## src/rtl/sram_arb_pkg.sv

```systemverilog
// Shared types, widths and port indices for the two-port SRAM arbiter.
package sram_arb_pkg;

    localparam int unsigned ADDR_W  = 32;
    localparam int unsigned WDATA_W = 32;
    localparam int unsigned RDATA_W = 64;

    typedef enum logic [1:0] {
        S_IDLE    = 2'd0,
        S_BUSY    = 2'd1,
        S_RELEASE = 2'd2
    } arb_state_e;

    localparam logic PORT_CACHE = 1'b0;
    localparam logic PORT_AUX   = 1'b1;

endpackage

```

## src/rtl/sram_arb_if.sv

```systemverilog
// Request/response bus used on both requester ports and on the SRAM controller side.
interface sram_arb_if;
    import sram_arb_pkg::*;

    logic               read_en;
    logic               write_en;
    logic [ADDR_W-1:0]  address;
    logic [WDATA_W-1:0] write_data;
    logic [RDATA_W-1:0] rdata;
    logic               ready;

    modport master (
        output read_en, write_en, address, write_data,
        input  rdata, ready
    );

    modport slave (
        input  read_en, write_en, address, write_data,
        output rdata, ready
    );
endinterface

```

## src/rtl/sram_arb_picker.sv

```systemverilog
// Two-way winner selection. SRAM_ARB_RR_EN selects round-robin on `last`,
// otherwise port 0 has fixed priority.
module sram_arb_picker
    import sram_arb_pkg::*;
(
    input  logic req0_i,
    input  logic req1_i,
`ifdef SRAM_ARB_RR_EN
    input  logic last_i,
`endif
    output logic grant_o
);

    always_comb begin
        grant_o = PORT_CACHE;
        if (req0_i && req1_i) begin
`ifdef SRAM_ARB_RR_EN
            grant_o = ~last_i;
`else
            grant_o = PORT_CACHE;
`endif
        end else if (req1_i) begin
            grant_o = PORT_AUX;
        end
    end

endmodule

```

## src/rtl/sram_arbiter.sv

```systemverilog
// Shares one SRAM controller between the cache port (m0) and an auxiliary port (m1).
// Define SRAM_ARB_RR_EN for round-robin; default build is fixed priority to port 0.
module sram_arbiter
    import sram_arb_pkg::*;
(
    input  logic      clk,
    input  logic      rst,
    sram_arb_if.slave  m0_io,
    sram_arb_if.slave  m1_io,
    sram_arb_if.master sram_io
);

    arb_state_e state_q, state_d;
    logic       grant_q, grant_d;
    logic       req0, req1, winner;
`ifdef SRAM_ARB_RR_EN
    logic       last_q, last_d;
`endif

    assign req0 = m0_io.read_en | m0_io.write_en;
    assign req1 = m1_io.read_en | m1_io.write_en;

    sram_arb_picker u_picker (
        .req0_i  (req0),
        .req1_i  (req1),
`ifdef SRAM_ARB_RR_EN
        .last_i  (last_q),
`endif
        .grant_o (winner)
    );

    always_ff @(posedge clk) begin
        if (rst) begin
            state_q <= S_IDLE;
            grant_q <= PORT_CACHE;
`ifdef SRAM_ARB_RR_EN
            last_q  <= PORT_AUX;
`endif
        end else begin
            state_q <= state_d;
            grant_q <= grant_d;
`ifdef SRAM_ARB_RR_EN
            last_q  <= last_d;
`endif
        end
    end

    always_comb begin
        state_d            = state_q;
        grant_d            = grant_q;
`ifdef SRAM_ARB_RR_EN
        last_d             = last_q;
`endif
        sram_io.read_en    = 1'b0;
        sram_io.write_en   = 1'b0;
        sram_io.address    = '0;
        sram_io.write_data = '0;
        m0_io.ready        = 1'b0;
        m0_io.rdata        = '0;
        m1_io.ready        = 1'b0;
        m1_io.rdata        = '0;

        unique case (state_q)
            S_IDLE: begin
                if (req0 || req1) begin
                    grant_d = winner;
                    state_d = S_BUSY;
                end
            end
            S_BUSY: begin
                // Both strobes high on one port is treated as a write.
                if (grant_q == PORT_AUX) begin
                    sram_io.write_en   = m1_io.write_en;
                    sram_io.read_en    = m1_io.read_en & ~m1_io.write_en;
                    sram_io.address    = m1_io.address;
                    sram_io.write_data = m1_io.write_data;
                end else begin
                    sram_io.write_en   = m0_io.write_en;
                    sram_io.read_en    = m0_io.read_en & ~m0_io.write_en;
                    sram_io.address    = m0_io.address;
                    sram_io.write_data = m0_io.write_data;
                end
                if (sram_io.ready) begin
                    if (grant_q == PORT_AUX) begin
                        m1_io.ready = 1'b1;
                        m1_io.rdata = sram_io.rdata;
                    end else begin
                        m0_io.ready = 1'b1;
                        m0_io.rdata = sram_io.rdata;
                    end
`ifdef SRAM_ARB_RR_EN
                    last_d  = grant_q;
`endif
                    state_d = S_RELEASE;
                end
            end
            S_RELEASE: state_d = S_IDLE;
            default:   state_d = S_IDLE;
        endcase
    end

endmodule

```

## src/flat_wrapper.sv

```systemverilog
// flat-port wrapper written by rule: the top's interface ports become plain ports
module sram_arbiter_flat import sram_arb_pkg::*;
  (clk, rst, m0_io_read_en, m0_io_write_en, m0_io_address, m0_io_write_data, m0_io_rdata, m0_io_ready, m1_io_read_en, m1_io_write_en, m1_io_address, m1_io_write_data, m1_io_rdata, m1_io_ready, sram_io_read_en, sram_io_write_en, sram_io_address, sram_io_write_data, sram_io_rdata, sram_io_ready);
  sram_arb_if m0_io_i ();
  sram_arb_if m1_io_i ();
  sram_arb_if sram_io_i ();
  input  logic clk;
  input  logic rst;
  input wire logic [$bits(m0_io_i.read_en)-1:0] m0_io_read_en;
  input wire logic [$bits(m0_io_i.write_en)-1:0] m0_io_write_en;
  input wire logic [$bits(m0_io_i.address)-1:0] m0_io_address;
  input wire logic [$bits(m0_io_i.write_data)-1:0] m0_io_write_data;
  output wire logic [$bits(m0_io_i.rdata)-1:0] m0_io_rdata;
  output wire logic [$bits(m0_io_i.ready)-1:0] m0_io_ready;
  input wire logic [$bits(m1_io_i.read_en)-1:0] m1_io_read_en;
  input wire logic [$bits(m1_io_i.write_en)-1:0] m1_io_write_en;
  input wire logic [$bits(m1_io_i.address)-1:0] m1_io_address;
  input wire logic [$bits(m1_io_i.write_data)-1:0] m1_io_write_data;
  output wire logic [$bits(m1_io_i.rdata)-1:0] m1_io_rdata;
  output wire logic [$bits(m1_io_i.ready)-1:0] m1_io_ready;
  output wire logic [$bits(sram_io_i.read_en)-1:0] sram_io_read_en;
  output wire logic [$bits(sram_io_i.write_en)-1:0] sram_io_write_en;
  output wire logic [$bits(sram_io_i.address)-1:0] sram_io_address;
  output wire logic [$bits(sram_io_i.write_data)-1:0] sram_io_write_data;
  input wire logic [$bits(sram_io_i.rdata)-1:0] sram_io_rdata;
  input wire logic [$bits(sram_io_i.ready)-1:0] sram_io_ready;
  assign m0_io_i.read_en = m0_io_read_en;
  assign m0_io_i.write_en = m0_io_write_en;
  assign m0_io_i.address = m0_io_address;
  assign m0_io_i.write_data = m0_io_write_data;
  assign m0_io_rdata = m0_io_i.rdata;
  assign m0_io_ready = m0_io_i.ready;
  assign m1_io_i.read_en = m1_io_read_en;
  assign m1_io_i.write_en = m1_io_write_en;
  assign m1_io_i.address = m1_io_address;
  assign m1_io_i.write_data = m1_io_write_data;
  assign m1_io_rdata = m1_io_i.rdata;
  assign m1_io_ready = m1_io_i.ready;
  assign sram_io_read_en = sram_io_i.read_en;
  assign sram_io_write_en = sram_io_i.write_en;
  assign sram_io_address = sram_io_i.address;
  assign sram_io_write_data = sram_io_i.write_data;
  assign sram_io_i.rdata = sram_io_rdata;
  assign sram_io_i.ready = sram_io_ready;
  sram_arbiter u_core (.clk(clk), .rst(rst), .m0_io(m0_io_i), .m1_io(m1_io_i), .sram_io(sram_io_i));
endmodule
```

## config.mk

```make
export PLATFORM = sky130hd
export DESIGN_NAME = sram_arbiter_flat
export DESIGN_NICKNAME = d
export VERILOG_FILES = /design/src/rtl/sram_arb_pkg.sv /design/src/rtl/sram_arb_if.sv /design/src/rtl/sram_arb_picker.sv /design/src/rtl/sram_arbiter.sv /design/src/flat_wrapper.sv
export SDC_FILE = /design/constraint.sdc
export NUM_CORES = 1
export LEC_CHECK = 0
export BUFFER_PORTS_ARGS = -buffer_cell sky130_fd_sc_hd__buf_4
export CAP_MARGIN = 20
export CELL_PAD_IN_SITES_DETAIL_PLACEMENT = 0
export CELL_PAD_IN_SITES_GLOBAL_PLACEMENT = 1
export CORE_AREA = 2 2 154 156
export CTS_BUF_LIST = sky130_fd_sc_hd__clkbuf_2 sky130_fd_sc_hd__clkbuf_4 sky130_fd_sc_hd__clkbuf_8
export DETAILED_ROUTE_END_ITERATION = 10
export DIE_AREA = 0 0 156 158
export PLACE_DENSITY_LB_ADDON = 0.15
export SYNTH_ARGS = -nofsm -noshare
export SYNTH_HDL_FRONTEND = slang
export SYNTH_SLANG_ARGS = --single-unit
```

## constraint.sdc

```tcl
create_clock -name clk -period 1.6 [get_ports clk]
set_input_delay 0.32 -clock clk [delete_from_list [all_inputs] [get_ports clk]]
set_output_delay 0.32 -clock clk [all_outputs]
set_load 0.1 [all_outputs]
```

* After elaboration in Yosys (flattened, before gate mapping)
Cells that the tools add are included.
Cells by class: equality and inequality tests 3, reductions and logical operators 5, bitwise logic cells 6, multiplexer cells 25
Operator list (number):
- $mux W64 | 6
- $mux W32 | 4
- $mux W1 | 12
- $mux W2 | 2
- $pmux W2 S2 | 1
- $reduce_and A2 Y1 | 2
- $and A1 B1 Y1 | 2
- $eq A2 B1 Y1 const B | 1
- $logic_not A2 Y1 | 1
- $ne A2 B1 Y1 const B | 1
- $ne A2 B2 Y1 const B | 1
- $not A1 Y1 | 2
- $or A1 B1 Y1 | 2
- $logic_and A1 B1 Y1 | 1
- $logic_or A1 B1 Y1 | 1
Word-level totals: input port bits 199, logic and storage cells 41, output and inout port bits 196, register bits after elaboration 3

* Longest topological paths before layout
depth after elaboration 4, depth in mapped cells 6, depth with buffers taken out 3

* Cells and area by module
A second synthesis with hierarchy kept.
Unflattened totals: cells, all modules 310, area, all modules 2122.0 µm²
Modules (own cells, without submodules):
- sram_arbiter | times used 1, cells an instance 309, area an instance 2108.3 µm², sequential area each 60.1 µm²
- sram_arb_picker | times used 1, cells an instance 1, area an instance 13.8 µm², sequential area each 0.0 µm²

* Worst setup path after synthesis
OpenSTA, ideal clock, no wires.
path kind register -> output, start point register u_core.state_q[1], end point output port sram_io_write_data[10], path buffers 3, slack -0.877 ns, data required time 1.280 ns, arrival 2.157 ns, cell stages (with the launch flop) 6, cell sequence dfxtp_1 nand2b_1 buf_2 buf_2 buf_2 nor2_1
Between the ends: word-level cells in the longest chain between the ends 2
RTL lines:
- start: declaration | RTL line sram_arbiter.sv:13 | arb_state_e state_q, state_d;
- start signal: assignment | RTL line sram_arbiter.sv:40 | state_q <= state_d;
- $eq A2 B1 Y1 | RTL line sram_arbiter.sv:63 | unique case (state_q)
- $mux W32 | RTL line sram_arbiter.sv:63
- end: declaration | RTL line flat_wrapper.sv:24 | output wire logic [$bits(sram_io_i.write_data)-1:0] sram_io_write_data;
Every way passes these cells.

* Worst setup path after layout
start point register u_core.state_q[0], end point output port m0_io_rdata[46]
Between the ends: word-level cells in the longest chain between the ends 2
RTL lines:
- $eq A2 B1 Y1 | RTL line sram_arbiter.sv:63
- $mux W64 | RTL line sram_arbiter.sv:63
- end: declaration | RTL line flat_wrapper.sv:13 | output wire logic [$bits(m0_io_i.rdata)-1:0] m0_io_rdata;
Every way passes these cells.

==> flow_summary_export.csv <==
group,metric,value,unit
power_and_ir_drop,irDropWorstVdd,408,µV
cells_and_area,fillers,2180,
outcome,violations,"negative setup slack",
route,drt_iter0_drc,78,
sta,fin_crit_sh,1.16,
cells_and_area,final_layout_size_suffix_gt1_frac,0.973,
cells_and_area,fin_cells,1005,
global_routing,grt_max_degree,39,
global_routing,grt_pass1_wl,21800,µm
global_routing,grt_pass1_vias,4063,
yosys,synth_top_cell_by_area,"and2_1",
yosys,synth_commonest_cells,"128 x and2_1, 68 x nor2_1, 65 x mux2i_1",
clock_network,clock-sinks,3,
yosys,seq_area_frac_synth,0.0284,
floorplanning,die-area,24600,µm²
clock_network,worstSkewPairLatency,220,ps
worst_setup_path,critical_path_buf_inv_count,2,
sta,fmax,538,MHz
floorplanning,rows,56,
yosys,ys_ff_latch,3,
clock_network,cts_buffers,3,
placed_design,place.gp.congestion,0.757,
yosys,synth_cells,307,
yosys,synth_nets,506,
worst_setup_path,end_kind,"output pin",
route,firstDrtPassIters,4,
cells_and_area,area_delta_synth_final,330,%
worst_setup_path,slowest_delay,320,ps
yosys,ys.flop_type,"dfxtp_1",
placed_design,dp_cells,981,
outcome,outcome,"finished, violations left",
power_and_ir_drop,power,5.10,mW
yosys,yosys-top-cells-area,"and2_1 38%, mux2i_1 31%, nor2_1 12%, buf_6 8.5%, dfxtp_1 2.8%",
global_routing,grt_util_all_layers,0.113,
clock_network,clk_pin_slew,40,ps
cells_and_area,final_core_util,0.395,
power_and_ir_drop,clock_power_share,0.048,
placed_design,dpl.hpwl,12400,µm
route,drc,0,
global_routing,grt_antenna_before_repair,0,
job,cap_violations,0,
worst_setup_path,critPathLaunch,"u_core.state_q[0]",
sta,fin_crit,1860,ps
power_and_ir_drop,comb_power_share,0.932,
cells_and_area,nets,915,
yosys,avgSynthCellArea,6.90,µm²
power_and_ir_drop,power.switching,2.97,mW
power_and_ir_drop,p_sw_frac,0.582,
clock_network,cts_hold_buf,0,
yosys,async_reset_ff_frac,0,
route,routed_wl,17300,µm
worst_setup_path,worstPathArrival,1540,ps
yosys,synth_cell_type_count,20,
yosys,yosys_warnings,0,
clock_network,cts_tree,"built",
placed_design,io_buffers,394,
global_routing,grt.overflow.total,0,
route,via_per_inst,3.81,
worst_setup_path,required,1280,ps
worst_setup_path,critPathMaxFanout,7,
worst_setup_path,start_kind,"flip-flop",
sta,rsz0062_at_grt,"yes",
sta,fin_skew,6.13,ps
clock_network,htree_levels,1,
floorplanning,die_y,158,µm
worst_setup_path,regToRegStartpoint,"u_core.state_q[1]",
power_and_ir_drop,internal-power,2.13,mW
route,wl_per_cell,17.2,µm
route,vias,3826,
clock_network,cts_buffer_depth,2,
sta,worstMarginPinSlew,262,ps
clock_network,cts-root-buf,"clkbuf_8",
worst_setup_path,crit_family,"simple AND/OR/NAND/NOR gates",
cells_and_area,antenna_cells,0,
route,ant_nets,0,
floorplanning,initial_core_util,0.0918,
worst_setup_path,path_class,"reg -> out",
worst_hold_path,min_from,"rst",
worst_setup_path,cpMaxStageDelayCell,"dfxtp_2",
sta,finalWorstSetupSlack,-260,ps
sta,setup_violations,196,
yosys,syn_area,2120,µm²
placed_design,pre_cts_slack,-89.1,ps
sta,hold_viol_final,0,
yosys,synth_edf_count,0,
floorplanning,io_pins,395,
yosys,yosysMostFrequentCell,"and2_1",
yosys,yosysTopAreaCellShare,0.378,
power_and_ir_drop,p_leak,3.89,nW
floorplanning,core-area,23100,µm²
power_and_ir_drop,power_density,560,nW/µm²
worst_setup_path,worstPathCellList,"nor2b_4, and3_4, clkbuf_16, and2_4, buf_12",
sta,slew_headroom,0.821,
worst_hold_path,min_path_type,"in -> reg",
floorplanning,fp.dieW,156,µm
sta,finalMaxSlewViolations,0,
power_and_ir_drop,pwr-share-seq,0.019,
## final timing paths
path	slack, ps	depth (start not counted)	end
min reg2reg	690	3	u_core.grant_q
max reg2reg	250	5	u_core.state_q[1]
min	280	2	u_core.state_q[0]
max	-260	5	m0_io_rdata[46]
## through the flow
| stage | hold WS, ps | setup TNS (ps) | instance area (µm²) |
|---|---|---|---|
| 2_1_floorplan | 389 | -10570 | 2910 |
| 3_3_place_gp | 511 | -7760 | 6180 |
| 3_5_place_dp | 519 | -8610 | 6180 |
| 4_1_cts | 283 | -41660 | 8010 |
| 5_1_grt | 279 | -53020 | 9100 |
| 6_report | 283 | -40870 | 9100 |
## metal layers
| metal | part of all wire | track usage | wire (µm) |
|---|---|---|---|
| met1 | 0.30 | 0.101 | 5150 |
| met2 | 0.59 | 0.235 | 10200 |
| met3 | 0.095 | 0.0370 | 1640 |
| met4 | 0.016 | 0.0354 | 279 |
| met5 | 0 | 0 | 0 |
## power groups by stage
stage / combinational [mW] / clock [mW] / sequential, mW
after floorplan: 2.78 / 0 / 0.0859
after global routing: 4.91 / 0.268 / 0.100
after CTS: 4.22 / 0.254 / 0.0974
after global placement: 3.69 / 0 / 0.0920
after detailed placement: 3.70 / 0 / 0.0915
final: 4.75 / 0.246 / 0.0987
## repair_timing
action | 4_1_cts | 5_1_grt
setup buffers | 0 | 4
gates cloned | 1 | 15
resized for setup | 435 | 172
pin swaps | 16 | 49
setup endpoints to repair | 196 | 196
## cells in the final DEF, fill, tap and decap left out, drive strengths merged
| cell | instances |
|---|---|
| nor2 | 68 |
| a32oi | 1 |
| o21ai | 1 |
| or2 | 1 |
| nor2b | 1 |
| dfxtp | 3 |
| and3 | 3 |
| nand2b | 2 |
| and2 | 128 |
| clkbuf | 13 |
| nor3b | 1 |
| a21oi | 1 |
| mux2i | 65 |
| a2bb2oi | 1 |
| inv | 2 |
| a221oi | 1 |
| buf | 423 |
## cell type report
type                       count  area, µm²  area share
clock buffer                   4       48.8     0.00536
timing repair buffer         432       5670       0.623
multi-input combinational    274       2950       0.324
sequential                     3       66.3     0.00729
tap                          290        363      0.0399
inverter                       2       10.0     0.00110
## registers in the layout, summed over array words and instances, names as in the netlist
register / cells
u_core.grant_q: 1
u_core.state_q: 2
## logic make-up after synthesis
| kind of cell | synth area share |
|---|---|
| flip-flops | 0.0284 |
| AO/OA/AOI/OAI | 0.0171 |
| buffers and inverters | 0.124 |
| AND/OR/NAND/NOR | 0.523 |
| multiplexers | 0.307 |
(Power assumes the default switching activity.)
